--- src/rtl/sram_mem_ctrl.sv ---
// Splits a 32-bit MEM-stage load/store into two 16-bit SRAM accesses and stalls the pipeline meanwhile.
// Optional `SRAM_BOUND_CHECK_EN adds an addr_err output and rejects out-of-range or misaligned requests.
module sram_mem_ctrl #(
    parameter int WAIT_CYCLES = 3,
    parameter int BASE_ADDR   = 1024,
    parameter int SRAM_AW     = 18
) (
    input  logic               clk,
    input  logic               rst,
    input  logic               rd_en,
    input  logic               wr_en,
    input  logic [31:0]        address,
    input  logic [31:0]        write_data,
    output logic [31:0]        read_data,
    output logic               ready,
    output logic [SRAM_AW-1:0] sram_addr,
    output logic [15:0]        sram_dq_out,
    output logic               sram_dq_oe,
    input  logic [15:0]        sram_dq_in,
    output logic               sram_we_n
`ifdef SRAM_BOUND_CHECK_EN
    ,
    output logic               addr_err
`endif
);

    localparam int         WORD_W   = SRAM_AW - 1;
    localparam logic [3:0] LAST_CNT = 4'(WAIT_CYCLES - 1);

    typedef enum logic [1:0] {IDLE, LO, HI, DONE} state_e;

    state_e             state_q, state_d;
    logic [3:0]         cnt_q, cnt_d;
    logic               op_wr_q, op_wr_d;
    logic [31:0]        wdata_q, wdata_d;
    logic [31:0]        rdata_q, rdata_d;
    logic [SRAM_AW-1:0] sram_addr_q, sram_addr_d;
    logic               req;
    logic               addr_bad;
    logic [WORD_W-1:0]  word;

    assign req = rd_en | wr_en;

`ifdef SRAM_BOUND_CHECK_EN
    logic [29:0] word_full;
    logic        err_q, err_d;

    assign word_full = 30'((address - 32'(BASE_ADDR)) >> 2);
    assign word      = word_full[WORD_W-1:0];
    assign addr_bad  = (address < 32'(BASE_ADDR)) || (|word_full[29:WORD_W]) || (|address[1:0]);
    assign addr_err  = (state_q == DONE) && err_q;
`else
    // Without bound checking, high offset bits are simply dropped so addresses wrap.
    assign word     = WORD_W'((address - 32'(BASE_ADDR)) >> 2);
    assign addr_bad = 1'b0;
`endif

    // NOTE: sequential state uses non-blocking (<=) so every flop samples pre-edge values.
    always_ff @(posedge clk or posedge rst) begin
        if (rst) begin
            state_q     <= IDLE;
            cnt_q       <= '0;
            op_wr_q     <= 1'b0;
            wdata_q     <= '0;
            rdata_q     <= '0;
            sram_addr_q <= '0;
`ifdef SRAM_BOUND_CHECK_EN
            err_q       <= 1'b0;
`endif
        end else begin
            state_q     <= state_d;
            cnt_q       <= cnt_d;
            op_wr_q     <= op_wr_d;
            wdata_q     <= wdata_d;
            rdata_q     <= rdata_d;
            sram_addr_q <= sram_addr_d;
`ifdef SRAM_BOUND_CHECK_EN
            err_q       <= err_d;
`endif
        end
    end

    // NOTE: every always_comb output gets a default first so no path can infer a latch.
    always_comb begin
        state_d = state_q;
        case (state_q)
            IDLE:    if (req) state_d = addr_bad ? DONE : LO;
            LO:      if (cnt_q == LAST_CNT) state_d = HI;
            HI:      if (cnt_q == LAST_CNT) state_d = DONE;
            DONE:    state_d = IDLE;
            default: state_d = IDLE;
        endcase
    end

    always_comb begin
        cnt_d       = '0;
        op_wr_d     = op_wr_q;
        wdata_d     = wdata_q;
        rdata_d     = rdata_q;
        sram_addr_d = sram_addr_q;
`ifdef SRAM_BOUND_CHECK_EN
        err_d       = err_q;
`endif
        case (state_q)
            IDLE: begin
                if (req) begin
                    op_wr_d = wr_en;
                    wdata_d = write_data;
`ifdef SRAM_BOUND_CHECK_EN
                    err_d   = addr_bad;
`endif
                    if (!addr_bad) begin
                        sram_addr_d = {word, 1'b0};
                    end else if (!wr_en) begin
                        rdata_d = '0;
                    end
                end
            end
            LO: begin
                cnt_d = cnt_q + 4'd1;
                if (cnt_q == LAST_CNT) begin
                    cnt_d       = '0;
                    sram_addr_d = {sram_addr_q[SRAM_AW-1:1], 1'b1};
                    if (!op_wr_q) rdata_d[15:0] = sram_dq_in;
                end
            end
            HI: begin
                cnt_d = cnt_q + 4'd1;
                if (cnt_q == LAST_CNT) begin
                    cnt_d = '0;
                    if (!op_wr_q) rdata_d[31:16] = sram_dq_in;
                end
            end
            default: ;
        endcase
    end

    always_comb begin
        sram_we_n   = 1'b1;
        sram_dq_oe  = 1'b0;
        sram_dq_out = '0;
        ready       = 1'b0;
        case (state_q)
            IDLE: ready = !req;
            LO: begin
                if (op_wr_q) begin
                    sram_we_n   = 1'b0;
                    sram_dq_oe  = 1'b1;
                    sram_dq_out = wdata_q[15:0];
                end
            end
            HI: begin
                if (op_wr_q) begin
                    sram_we_n   = 1'b0;
                    sram_dq_oe  = 1'b1;
                    sram_dq_out = wdata_q[31:16];
                end
            end
            DONE:    ready = 1'b1;
            default: ;
        endcase
    end

    assign read_data = rdata_q;
    assign sram_addr = sram_addr_q;

endmodule

--- config.mk ---
export PLATFORM = sky130hd
export DESIGN_NAME = sram_mem_ctrl
export DESIGN_NICKNAME = d
export VERILOG_FILES = /design/src/rtl/sram_mem_ctrl.sv
export SDC_FILE = /design/constraint.sdc
export NUM_CORES = 1
export LEC_CHECK = 0
export BUFFER_PORTS_ARGS = -buffer_cell sky130_fd_sc_hd__buf_2
export CELL_PAD_IN_SITES_DETAIL_PLACEMENT = 0
export CELL_PAD_IN_SITES_GLOBAL_PLACEMENT = 1
export CORE_AREA = 5 5 121 123
export DETAILED_ROUTE_END_ITERATION = 6
export DIE_AREA = 0 0 126 128
export PLACE_DENSITY_LB_ADDON = 0.1
export SLEW_MARGIN = 20
export SYNTH_ARGS = -nofsm -noshare
export SYNTH_HDL_FRONTEND = slang
export SYNTH_SLANG_ARGS = --single-unit
export TNS_END_PERCENT = 20
--- constraint.sdc ---
create_clock -name clk -period 2.7 [get_ports clk]
set_input_delay 0.135 -clock clk [delete_from_list [all_inputs] [get_ports clk]]
set_output_delay 0.135 -clock clk [all_outputs]
set_load 0.05 [all_outputs]
== Yosys cells after proc, flatten, opt, wreduce, memory -nomap -nowiden ==
Index checks and enable logic that the tools add are counted.
W data, S select, Z words.

* Bits in registers: 89
* Input bits: 84
* Word-level logic and storage cells: 47

* $add $sub $neg: 2
* Equal/unequal tests: 7
* Multiplexer cells: 17
* Bitwise logic cells: 3
* Reductions and logical operators: 10

{| class="wikitable"
|+ Operators by type and width
! kind !! number
|-
| $pmux W18 S2 || 1
|-
| $mux W16 || 2
|-
| $pmux W16 S2 || 1
|-
| $sub A19 B11 Y19 const B || 1
|-
| $mux W18 || 1
|-
| $reduce_and A3 Y1 || 5
|-
| $mux W4 || 2
|-
| $pmux W2 S4 || 1
|-
| $mux W2 || 3
|-
| $ne A2 B2 Y1 const B || 3
|-
| $mux W1 || 5
|-
| $add A4 B1 Y4 const B || 1
|-
| $eq A2 B2 Y1 const B || 2
|-
| $eq A4 B2 Y1 const B || 1
|-
| $eq A2 B1 Y1 const B || 1
|-
| $logic_not A2 Y1 || 1
|-
| $not A1 Y1 || 2
|-
| $pmux W1 S2 || 1
|-
| $reduce_and A2 Y1 || 1
|-
| $reduce_bool A2 Y1 || 1
|-
| $reduce_or A2 Y1 || 1
|-
| $logic_not A1 Y1 || 1
|-
| $or A1 B1 Y1 || 1
|}

== Logic depth before layout (Yosys ltp) ==
Gate-level depths: netlist (run 1).

* Depth in word-level cells: 3
* Gate-level depth with buffers: 7

== Least setup slack after synthesis (run 1) ==
Ideal clock, no wire load.

* Path type: register -> output
* Start point: register state_q[0]
* End point: output port sram_dq_out[0]
* Data arrival time: 2.119 ns
* Data required time: 2.565 ns
* Setup slack: 0.446 ns
* Stages on the path, launching flop included: 6
* Path buffers: 1
* Cells stage by stage: dfrtp_1 -> inv_1 -> ha_1 -> nand2_1 -> clkbuf_1 -> nor2_1

* Cells in the longest elaborated chain, start to end: 2
* Elaborated cells on any way between the ends: 3
* Classes of those cells: eq/ne: 2; mux: 1

{| class="wikitable"
|+ RTL lines
! element !! line !! RTL
|-
| start: declaration || 32 || <nowiki>state_e state_q, state_d;</nowiki>
|-
| start signal: assignment || 71 || <nowiki>state_q <= state_d;</nowiki>
|-
| $eq A2 B2 Y1 / $eq A2 B1 Y1 (equally long branches) || 143 || <nowiki>case (state_q)</nowiki>
|-
| $pmux W16 S2 * || 143 ||
|-
| end: declaration || 17 || <nowiki>output logic [15:0] sram_dq_out,</nowiki>
|}

Mark *: on every way between the ends. The rest lies on a longest branch, timed or not.

== Worst setup path in the final report (run 1) ==
* Start point: register state_q[0]
* End point: output port sram_dq_out[9]

The elaborated chain is that of the path after synthesis.

==> results of run 1 <==
synthesized netlist by cell type, drive strengths merged:
cell,count
buf,9
or4,1
nor4b,2
o21ai,10
ha,8
clkbuf,7
xor2,1
mux2,65
and3,1
nand3,1
inv,9
dfrtp,89
nor2,26
nor3b,4
xnor2,3
a21oi,3
and2,3
or3b,2
a22oi,16
a22o,2
a311oi,1
a2111oi,3
a221o,4
nor3,3
nand2,19
o31ai,4
nand2b,10
nor4,2
power by group:
| group | internal [mW] | leakage (nW) | total [mW] | switching [mW] |
|---|---|---|---|---|
| Clock | 0.797 | 0.148 | 1.29 | 0.490 |
| Sequential | 1.99 | 1.07 | 2.31 | 0.323 |
| Combinational | 1.24 | 1.26 | 3.93 | 2.69 |
| Total | 4.02 | 2.47 | 7.53 | 3.50 |
routing by layer:
layer	track usage (%)	vias up	share of wire, %
met5	0	-	0.20
met4	5.300	2	1.6
li1	-	1372	-
met2	19.44	85	46
met3	3.667	12	6.4
met1	16.40	1381	46
critical path: stages (launching register included):
cell	delay, ns
dfrtp_1	0.40
inv_1	0.14
ha_1	0.45
buf_4	0.29
a22oi_1	0.12
nor2_1	0.12
buf_2	0.28
state kept, by name (all words and copies together) (netlist names):
register   count
op_wr_q        1
wdata_q       32
state_q        2
sram_addr     18
cnt_q          4
read_data     32
through the flow:
| stage | cell area [um2] | worst slack (ns) |
|---|---|---|
| floorplan | 3906 | 0.2581 |
| global placement | 4812 | 0.7287 |
| finish | 5149 | 0.4451 |
| detailed placement | 4812 | 0.7164 |
| CTS | 5121 | 0.3928 |
| global route | 5149 | 0.2975 |
cells by family (layout without fill, tap and decap cells):
family,Yosys count,in the layout,synth area share (%)
AO/OA/AOI/OAI,43,43,7.976
AND/OR/NAND/NOR,74,74,9.769
buffers and inverters,25,168,3.043
flip-flops,89,89,57.01
XOR/XNOR,4,4,0.8970
adder cells (fa/ha/maj),8,8,2.563
multiplexers,65,65,18.74
layout make-up:
| cell class | instances | area share [%] |
|---|---|---|
| Clock buffer | 10 | 4.447 |
| Clock inverter | 4 | 1.361 |
| Inverter | 9 | 0.7047 |
| Multi-Input combinational cell | 194 | 30.45 |
| Sequential cell | 89 | 43.26 |
| Tap cell | 180 | 4.374 |
| Timing Repair Buffer | 145 | 15.41 |
worst paths after layout:
check / start / endpoint / slack, ns
min reg2reg: sram_addr[3]$_DFFE_PP0P_ / sram_addr[3]$_DFFE_PP0P_ / 0.47
min: write_data[27] / wdata_q[27]$_DFFE_PP0P_ / 0.02
max: state_q[0]$_DFFE_PP0P_ / sram_dq_out[9] / 0.45
min in group asynchronous: rst / wdata_q[29]$_DFFE_PP0P_ / 0.47
max in group asynchronous: rst / sram_addr[2]$_DFFE_PP0P_ / 1.58
max reg2reg: state_q[0]$_DFFE_PP0P_ / state_q[1]$_DFFE_PP0P_ / 0.79
==> reports/summary.txt, run 1 <==
Max rail drop VDD -> 0.4900 mV
Pwr per Cell Area -> 1462 nW/um2
Status -> completed
Reg clk slew, reported paths -> 0.07 ns
Number of fill cells -> 1412
CP required -> 2.57 ns
Setup Skew -> 0.006878 ns
Mean Syn Cell Area -> 12.68 um2
Unrepaired setup endpoints after global routing -> false
CTS Buf Count -> 9
Mapped Area -> 3906 um2
Die W -> 126 um
IO Count -> 153
Area occupied by multi-input gates -> 1568 um2
Total power -> 7.526 mW
Worst-case reg-to-reg path depth -> 5
Root Buffer -> clkbuf_16
Synth-to-Final Area Change -> 31.81%
Total global-route track usage -> 12.53%
PortBufs -> 137
Hold WC Path Type -> input pin to register
Final wirelength -> 9871 um
# setup viols final -> 0
Post-DP HPWL -> 6927 um
Max-cap violations -> 0
Cell count after synthesis -> 308
Largest net degree at the start of global routing -> 54
Yosys cell types -> 34
Crit path DAT -> 2.12 ns
Vias per inst -> 4.520
Wire per inst -> 15.64 um
Placed instance count -> 615
Yosys top cell by area -> dfrtp_1
Crit-path max FO -> 12
Final slew viol count -> 0
CTS sink count -> 89
Clock buffer depth -> 2
Initial antenna violation count -> 1
Yosys reg bits -> 89
GPL Wtd Cong -> 0.6900
Most frequent cells in the layout -> buf_2, dfrtp_1, mux2_2, nor2_1, nand2_1
Routed vias -> 2852
# Post-CTS Setup Buffers -> 0
Leakage power -> 2.472 nW
Worst Path Class, Setup -> register to output pin
DR iter-0 viols -> 133
First-pass GRT wire length -> 15930 um
Slew @ Worst Pin -> 0.6846 ns
Setup TNS -> 0 ns
Period utilization -> 83.52%
Number of hold buffers added after CTS -> 1
Initial core utilization -> 28.81%
Final Net Count -> 540
FF+latch area -> 2227 um2
DRC viols -> 0
Net Count, Synth -> 400
Post-layout min period -> 2.255 ns
CP Launch Type -> register
Vias in the first global route -> 3097
Clk_lat worst skew -> 0.34 ns
Worst setup EP type -> output pin
Fmax -> 443.5 MHz
Final antenna-violating net count -> 0
CTS tree -> built
Die Span Y -> 128 um
Final Core Density -> 37.98%
Final hold vios -> 0
Htree depth -> 3
Largest cells by area after synthesis -> dfrtp_1, mux2_2, a22oi_1
Synth top area share -> 57.01%
Gr ovfl total -> 0
Non-Filler Instances -> 631
Antenna cells -> 0
Max_slew headroom -> 54.36%
Post-synthesis sequential area ratio -> 57.01%
Hold_ws -> 0.02430 ns
WHS Path Cells -> 2
Die area -> 16130 um2
Core Area -> 13560 um2
Commonest non-fill, non-tap cell in the layout -> buf_2
Post-CTS Resized -> 0
DR pass1 iterations -> 4
Rows -> 43
Layout cells sized above 1 -> 50.78%
Warnings from Yosys -> 0
Power figures use the tool's default switching activity.
==> run 2: changes to the inputs <==
- clock period: 2.7 -> 1.9 ns (I/O delays scaled with it)
==> run 2 against run 1 <==
Against the previous run: combinational power rose by 56%; global-route usage rose by 0.25 points; final cell count rose by 9.4%; sequential share of layout area fell by 5.3 points; clock power rose by 29%; cell area rose by 14%; critical path depth did not move; critical path type unchanged; via count rose by 8.9%; worst setup slack got worse by 0.40 ns; hold slack got worse by 0.0073 ns; flip-flop and latch count did not move; register-to-register slack got worse by 0.67 ns; largest cell class unchanged.
==> reports/summary.txt, run 2 (synthesis gave the netlist of run 1 again) <==
Synth-to-Final Area Change -> 50.38% (was 31.81%)
Placed instance count -> 621 (was 615)
CTS tree -> built (unchanged)
Pwr per Cell Area -> 1886 nW/um2 (was 1462 nW/um2)
Wire per inst -> 14.74 um (was 15.64 um)
Clock buffer depth -> 2 (unchanged)
Final Net Count -> 597 (was 540)
Leakage power -> 2.719 nW (was 2.472 nW)
Setup Skew -> 0.007958 ns (was 0.006878 ns)
CP required -> 1.80 ns (was 2.57 ns)
Vias in the first global route -> 3247 (was 3097)
Root Buffer -> clkbuf_16 (unchanged)
Rows -> 43 (unchanged)
Pre-CTS setup slack -> 0.09294 ns (was 0.7164 ns)
DR pass1 iterations -> 4 (unchanged)
Max rail drop VDD -> 1.109 mV (was 0.4900 mV)
Reg clk slew, reported paths -> 0.06 ns (was 0.07 ns)
Worst setup margin -> 0.04662 ns (was 0.4451 ns)
Status -> completed (unchanged)
DR iter-0 viols -> 91 (was 133)
GPL Wtd Cong -> 0.7257 (was 0.6900)
CTS sink count -> 89 (unchanged)
Commonest non-fill, non-tap cell in the layout -> buf_2 (unchanged)
Routed vias -> 3106 (was 2852)
Layout cells sized above 1 -> 49.61% (was 50.78%)
DRC viols -> 0 (unchanged)
CTS Buf Count -> 9 (unchanged)
Antenna cells -> 0 (unchanged)
# setup viols final -> 0 (unchanged)
Hold WC Path Type -> input pin to register (unchanged)
Die Span Y -> 128 um (unchanged)
Initial antenna violation count -> 0 (was 1)
Crit-path max FO -> 18 (was 12)
PortBufs -> 137 (unchanged)
Fmax -> 539.6 MHz
Final antenna-violating net count -> 0 (unchanged)
Non-Filler Instances -> 690 (was 631)
Worst setup EP type -> output pin (unchanged)
Most frequent cells in the layout -> buf_2, dfrtp_1, mux2_2, dlygate4sd3_1 (was buf_2, dfrtp_1, mux2_2, nor2_1, nand2_1)
Slew @ Worst Pin -> 0.5414 ns (was 0.6846 ns)
Post-layout min period -> 1.853 ns
Core Area -> 13560 um2 (unchanged)
Post-DP HPWL -> 6861 um (was 6927 um)
Total power -> 11.08 mW (was 7.526 mW)
Unrepaired setup endpoints after global routing -> true (was false)
Die W -> 126 um (unchanged)
Largest net degree at the start of global routing -> 90 (was 54)
Final wirelength -> 10170 um (was 9871 um)
Final slew viol count -> 0 (unchanged)
Vias per inst -> 4.501 (was 4.520)
First-pass GRT wire length -> 16490 um (was 15930 um)
Gr ovfl total -> 0 (unchanged)
Max_slew headroom -> 63.57% (was 54.36%)
Max-cap violations -> 0 (unchanged)
Total global-route track usage -> 12.78% (was 12.53%)
IO Count -> 153 (unchanged)
Die area -> 16130 um2 (unchanged)
Worst Path Class, Setup -> register to output pin (unchanged)
Period utilization -> 97.55%
Initial core utilization -> 28.81% (unchanged)
Clk_lat worst skew -> 0.34 ns (about the same)
CP Launch Type -> register (unchanged)
Crit path DAT -> 1.76 ns (was 2.12 ns)
Htree depth -> 3 (unchanged)
Final hold vios -> 0 (unchanged)
Hold_ws -> 0.01700 ns (was 0.02430 ns)
## run 2: changes by cell type in the layout (fill, tap and decap cells not counted), sizes merged
cell	delta
clkbuf	+2
buf	+6
clkinvlp	+1
clkinv	+1
bufinv	-2
dlygate4sd3	+51
## run 2: cell type report
cell class	count	area [um2]
Tap cell	180	225.2
Fill cell	1303	7684
Multi-Input combinational cell	194	1630
Clock buffer	12	246.5
Timing Repair Buffer	202	1480
Sequential cell	89	2227
Clock inverter	4	27.53
Inverter	9	37.54
## run 2: layer usage
metal,vias up,part of all wire (%),GRT usage [%]
li1,1489,-,-
met1,1522,46,16.81
met2,81,46,19.91
met3,14,5.8,3.333
met4,0,2.1,5.678
met5,-,0,0
## run 2: repair_timing
| item | CTS | global route |
|---|---|---|
| endpoints found under the setup margin | 18 | 19 |
| resized for setup | 30 | 24 |
| gates cloned | 0 | 0 |
| buffers inserted | 0 | 1 |
| hold buffers | 52 | 0 |
| hold endpoints to repair | 156 | 0 |
## run 2: report_power, final
group / switching [mW] / total, mW / leakage (nW) / internal (mW)
Sequential: 0.474 / 3.30 / 1.07 / 2.82
Clock: 0.731 / 1.66 / 0.137 / 0.926
Combinational: 3.97 / 6.12 / 1.51 / 2.15
Total: 5.17 / 11.1 / 2.72 / 5.90
## run 2: final timing paths
path                                        endpoint                       from  slack, ns  cells past startpoint
setup / recovery                     sram_dq_out[15]     state_q[0]$_DFFE_PP0P_       0.05                      6
hold / removal              sram_addr[8]$_DFFE_PP0P_                 address[9]       0.02                      3
setup reg to reg              wdata_q[2]$_DFFE_PP0P_     state_q[0]$_DFFE_PP0P_       0.12                      6
hold reg to reg            sram_addr[11]$_DFFE_PP0P_  sram_addr[11]$_DFFE_PP0P_       0.47                      2
max in group asynchronous     wdata_q[0]$_DFFE_PP0P_                        rst       1.09                      4
min in group asynchronous   read_data[1]$_DFFE_PP0P_                        rst       0.44                      4
## run 2: metrics by stage
stage | instance area (um2) | setup TNS [ns] | utilization (%)
global route | 5874 | -0.2410 | 43.33
detailed placement | 4896 | 0 | 36.11
global placement | 4896 | 0 | 36.11
floorplan | 3910 | -4.334 | -
finish | 5874 | 0 | 43.33
CTS | 5786 | 0 | 42.67
## run 2: critical path: stages, from the launching register on
cell and delay [ns]:
dfrtp_1 0.43, inv_2 0.09, ha_4 0.29, nand2_1 0.09
buf_12 0.17, nor2_1 0.16, buf_6 0.18
==> run 3: changes to the inputs <==
- ABC_AREA: unset -> 1
- CORE_AREA: 5 5 121 123 -> 5 5 129 119
- DIE_AREA: 0 0 126 128 -> 0 0 134 124
==> run 3 against run 2 <==
Against the previous run: global-route usage is 1.1 points higher; critical endpoint is now sram_dq_out[12]; register-to-register slack better by 0.14 ns; clock power is 11% higher.
==> reports/summary.txt, run 3 <==
CP Launch Type -> register (unchanged)
Vias in the first global route -> 3624 (was 3247)
Total power -> 10.71 mW (was 11.08 mW)
Vias per inst -> 4.281 (was 4.501)
FF-to-FF Start -> state_q[0]$_DFFE_PP0P_ (unchanged)
CTS tree -> built (unchanged)
DR pass1 iterations -> 4 (unchanged)
CTS Buf Count -> 9 (unchanged)
DR iter-0 viols -> 128 (was 91)
Die Span Y -> 124 um (was 128 um)
Clk_lat worst skew -> 0.34 ns (about the same)
CP required -> 1.80 ns (about the same)
Number of fill cells -> 1409 (was 1303)
Worst Setup SP -> state_q[0]$_DFFE_PP0P_ (unchanged)
Placed instance count -> 772 (was 621)
Ys async rst share -> 100.0% (unchanged)
Most frequent cells in the layout -> nand2_1, buf_2, dfrtp_1, dlygate4sd3_1, inv_1 (was buf_2, dfrtp_1, mux2_2, dlygate4sd3_1)
Initial antenna violation count -> 0 (unchanged)
Mean Syn Cell Area -> 8.572 um2 (was 12.68 um2)
Routed vias -> 3562 (was 3106)
Rows -> 41 (was 43)
Commonest non-fill, non-tap cell in the layout -> nand2_1 (was buf_2)
Yosys cell types -> 22 (was 34)
Slowest stage delay, CP -> 0.37 ns (was 0.43 ns)
Post-DP HPWL -> 7776 um (was 6861 um)
Top-count cell post-synth -> nand2_1 (was dfrtp_1)
Yosys top cell by area -> dfrtp_1 (unchanged)
Cell count after synthesis -> 471 (was 308)
Largest cells by area after synthesis -> dfrtp_1, nand2_1, o21ai_2 (was dfrtp_1, mux2_2, a22oi_1)
DRC viols -> 0 (unchanged)
PortBufs -> 137 (unchanged)
Post-synthesis sequential area ratio -> 55.16% (was 57.01%)
Htree depth -> 3 (unchanged)
Clock buffer depth -> 2 (unchanged)
Max rail drop VDD -> 0.7733 mV (was 1.109 mV)
Largest net degree at the start of global routing -> 35 (was 90)
Core Area -> 13800 um2 (was 13560 um2)
CP Cell Sequence -> inv_2 > ha_4 > nand2_1 > buf_12 > a21oi_1 > buf_4 (was inv_2 > ha_4 > nand2_1 > buf_12 > nor2_1 > buf_6)
Hold WC Path Type -> input pin to register (unchanged)
Net Count, Synth -> 563 (was 400)
Slew @ Worst Pin -> 0.6208 ns (was 0.5414 ns)
Status -> completed (unchanged)
Antenna cells -> 0 (unchanged)
CP max stage cell -> dfrtp_1 (unchanged)
Die W -> 134 um (was 126 um)
Synth top area share -> 55.16% (was 57.01%)
Max-cap violations -> 0 (unchanged)
IO Count -> 153 (unchanged)
Warnings from Yosys -> 0 (unchanged)
Post-layout min period -> 1.805 ns (was 1.853 ns)
Pwr per Cell Area -> 1866 nW/um2 (was 1886 nW/um2)
Post-synth EDFFs -> 0 (unchanged)
Synth-to-Final Area Change -> 42.18% (was 50.38%)
Unrepaired setup endpoints after global routing -> false (was true)
Leakage power -> 3.051 nW (was 2.719 nW)
Commonest cells post-synth -> nand2_1, dfrtp_1, inv_1, a21oi_1 (was dfrtp_1, mux2_2, nor2_1, nand2_1, a22oi_1)
Total global-route track usage -> 13.90% (was 12.78%)
Worst setup EP type -> output pin (unchanged)
Max_slew headroom -> 58.52% (was 63.57%)
Initial core utilization -> 29.26% (was 28.81%)
Crit path DAT -> 1.71 ns (was 1.76 ns)
First-pass GRT wire length -> 18170 um (was 16490 um)
Final wirelength -> 11090 um (was 10170 um)
Final hold vios -> 0 (unchanged)
Worst Path Class, Setup -> register to output pin (unchanged)
Final antenna-violating net count -> 0 (unchanged)
Fmax -> 554.1 MHz (was 539.6 MHz)
# setup viols final -> 0 (unchanged)
Final slew viol count -> 0 (unchanged)
Final Net Count -> 747 (was 597)
Layout cells sized above 1 -> 29.55% (was 49.61%)
Non-Filler Instances -> 832 (was 690)
Setup Skew -> 0.007534 ns (was 0.007958 ns)
Crit-path max FO -> 18 (unchanged)
CTS sink count -> 89 (unchanged)
Min-Delay Startpoint -> sram_dq_in[15] (was address[9])
Root Buffer -> clkbuf_16 (unchanged)
Wire per inst -> 13.33 um (was 14.74 um)
Reg clk slew, reported paths -> 0.06 ns (about the same)
Period utilization -> 94.99% (was 97.55%)
Die area -> 16620 um2 (was 16130 um2)
Ys flop type -> dfrtp_1 (unchanged)
Mapped Area -> 4038 um2 (was 3906 um2)
Yosys reg bits -> 89 (unchanged)
Gr ovfl total -> 0 (unchanged)
GPL Wtd Cong -> 0.7397 (was 0.7257)
[run 3: cell types whose count changed in the layout (fill, tap and decap cells not counted), sizes merged, moves of 11 or more]
cell   delta
o21ai    +35
inv      +28
a22oi    -16
mux2     -65
nand3    +11
nand2   +200
a21oi    +15
[run 3: final timing paths]
kind / end / slack [ns] / cells after the start
max: sram_dq_out[12] / 0.1 / 6
min: read_data[15]$_DFFE_PP0P_ / 0.02 / 3
max reg2reg: read_data[8]$_DFFE_PP0P_ / 0.26 / 7
min reg2reg: read_data[5]$_DFFE_PP0P_ / 0.48 / 2
max in group asynchronous: read_data[31]$_DFFE_PP0P_ / 0.92 / 4
min in group asynchronous: op_wr_q$_DFFE_PP0P_ / 0.40 / 3
[run 3: what timing repair did]
action,CTS,global route
endpoints found under the setup margin,17,14
gates resized for setup,17,5
setup buffers,2,0
gates cloned,0,0
hold buffers,42,0
endpoints found under the hold margin,63,0
[run 3: where the power goes]
| part | total, mW | leakage [nW] | switching [mW] | internal (mW) |
|---|---|---|---|---|
| Sequential | 3.24 | 1.06 | 0.456 | 2.79 |
| Clock | 1.84 | 0.153 | 0.712 | 1.13 |
| Combinational | 5.63 | 1.84 | 4.05 | 1.58 |
[run 3: kinds of logic (layout without fill, tap and decap cells)]
kind of cell               after synthesis  in the layout  share of synthesized area, %
xor gates and xnor gates                 3              3                        0.6509
adders and majority gates                8              8                         2.479
buffers and inverters                   58            247                         7.530
and+or+nand+nor                        250            250                         24.61
AOI/OAI and AO/OA                       63             63                         9.576
DFF                                     89             89                         55.16
[run 3: final cells by class]
class,count,area (um2),area share [%]
Clock inverter,2,35.03,0.6103
Clock buffer,14,274.0,4.773
Multi-Input combinational cell,324,1521,26.50
Timing Repair Buffer,193,1321,23.02
Inverter,38,146.4,2.550
Sequential cell,89,2227,38.80
Tap cell,172,215.2,3.749
[run 3: per-layer routing]
metal,vias to the layer above,track usage (%),routed length [um]
met4,0,3.278,110
met5,-,0,0
met2,79,23.30,5422
li1,1815,-,-
met3,8,5.493,745
met1,1660,16.98,4810
[run 3: through the flow]
step | hold WS (ns) | worst slack [ns] | util (%) | setup TNS [ns] | area (um2)
floorplan | 0.2024 | -0.1948 | - | -1.827 | 4041
global placement | 0.2294 | 0.2604 | 35.75 | 0 | 4933
detailed placement | 0.2131 | 0.2386 | 35.75 | 0 | 4933
CTS | 0.003958 | 0.03892 | 41.54 | 0 | 5732
global route | 0.01480 | 0.004139 | 41.60 | 0 | 5741
finish | 0.01982 | 0.09526 | 41.60 | 0 | 5741
[run 3: worst max-delay path, delay by kind of cell (launching register included)]
kind | cells | cell delay (ns)
AOI/OAI and AO/OA | 1 | 0.17
buffers and inverters | 3 | 0.46
DFF | 1 | 0.37
adders and majority gates | 1 | 0.28
and+or+nand+nor | 1 | 0.08
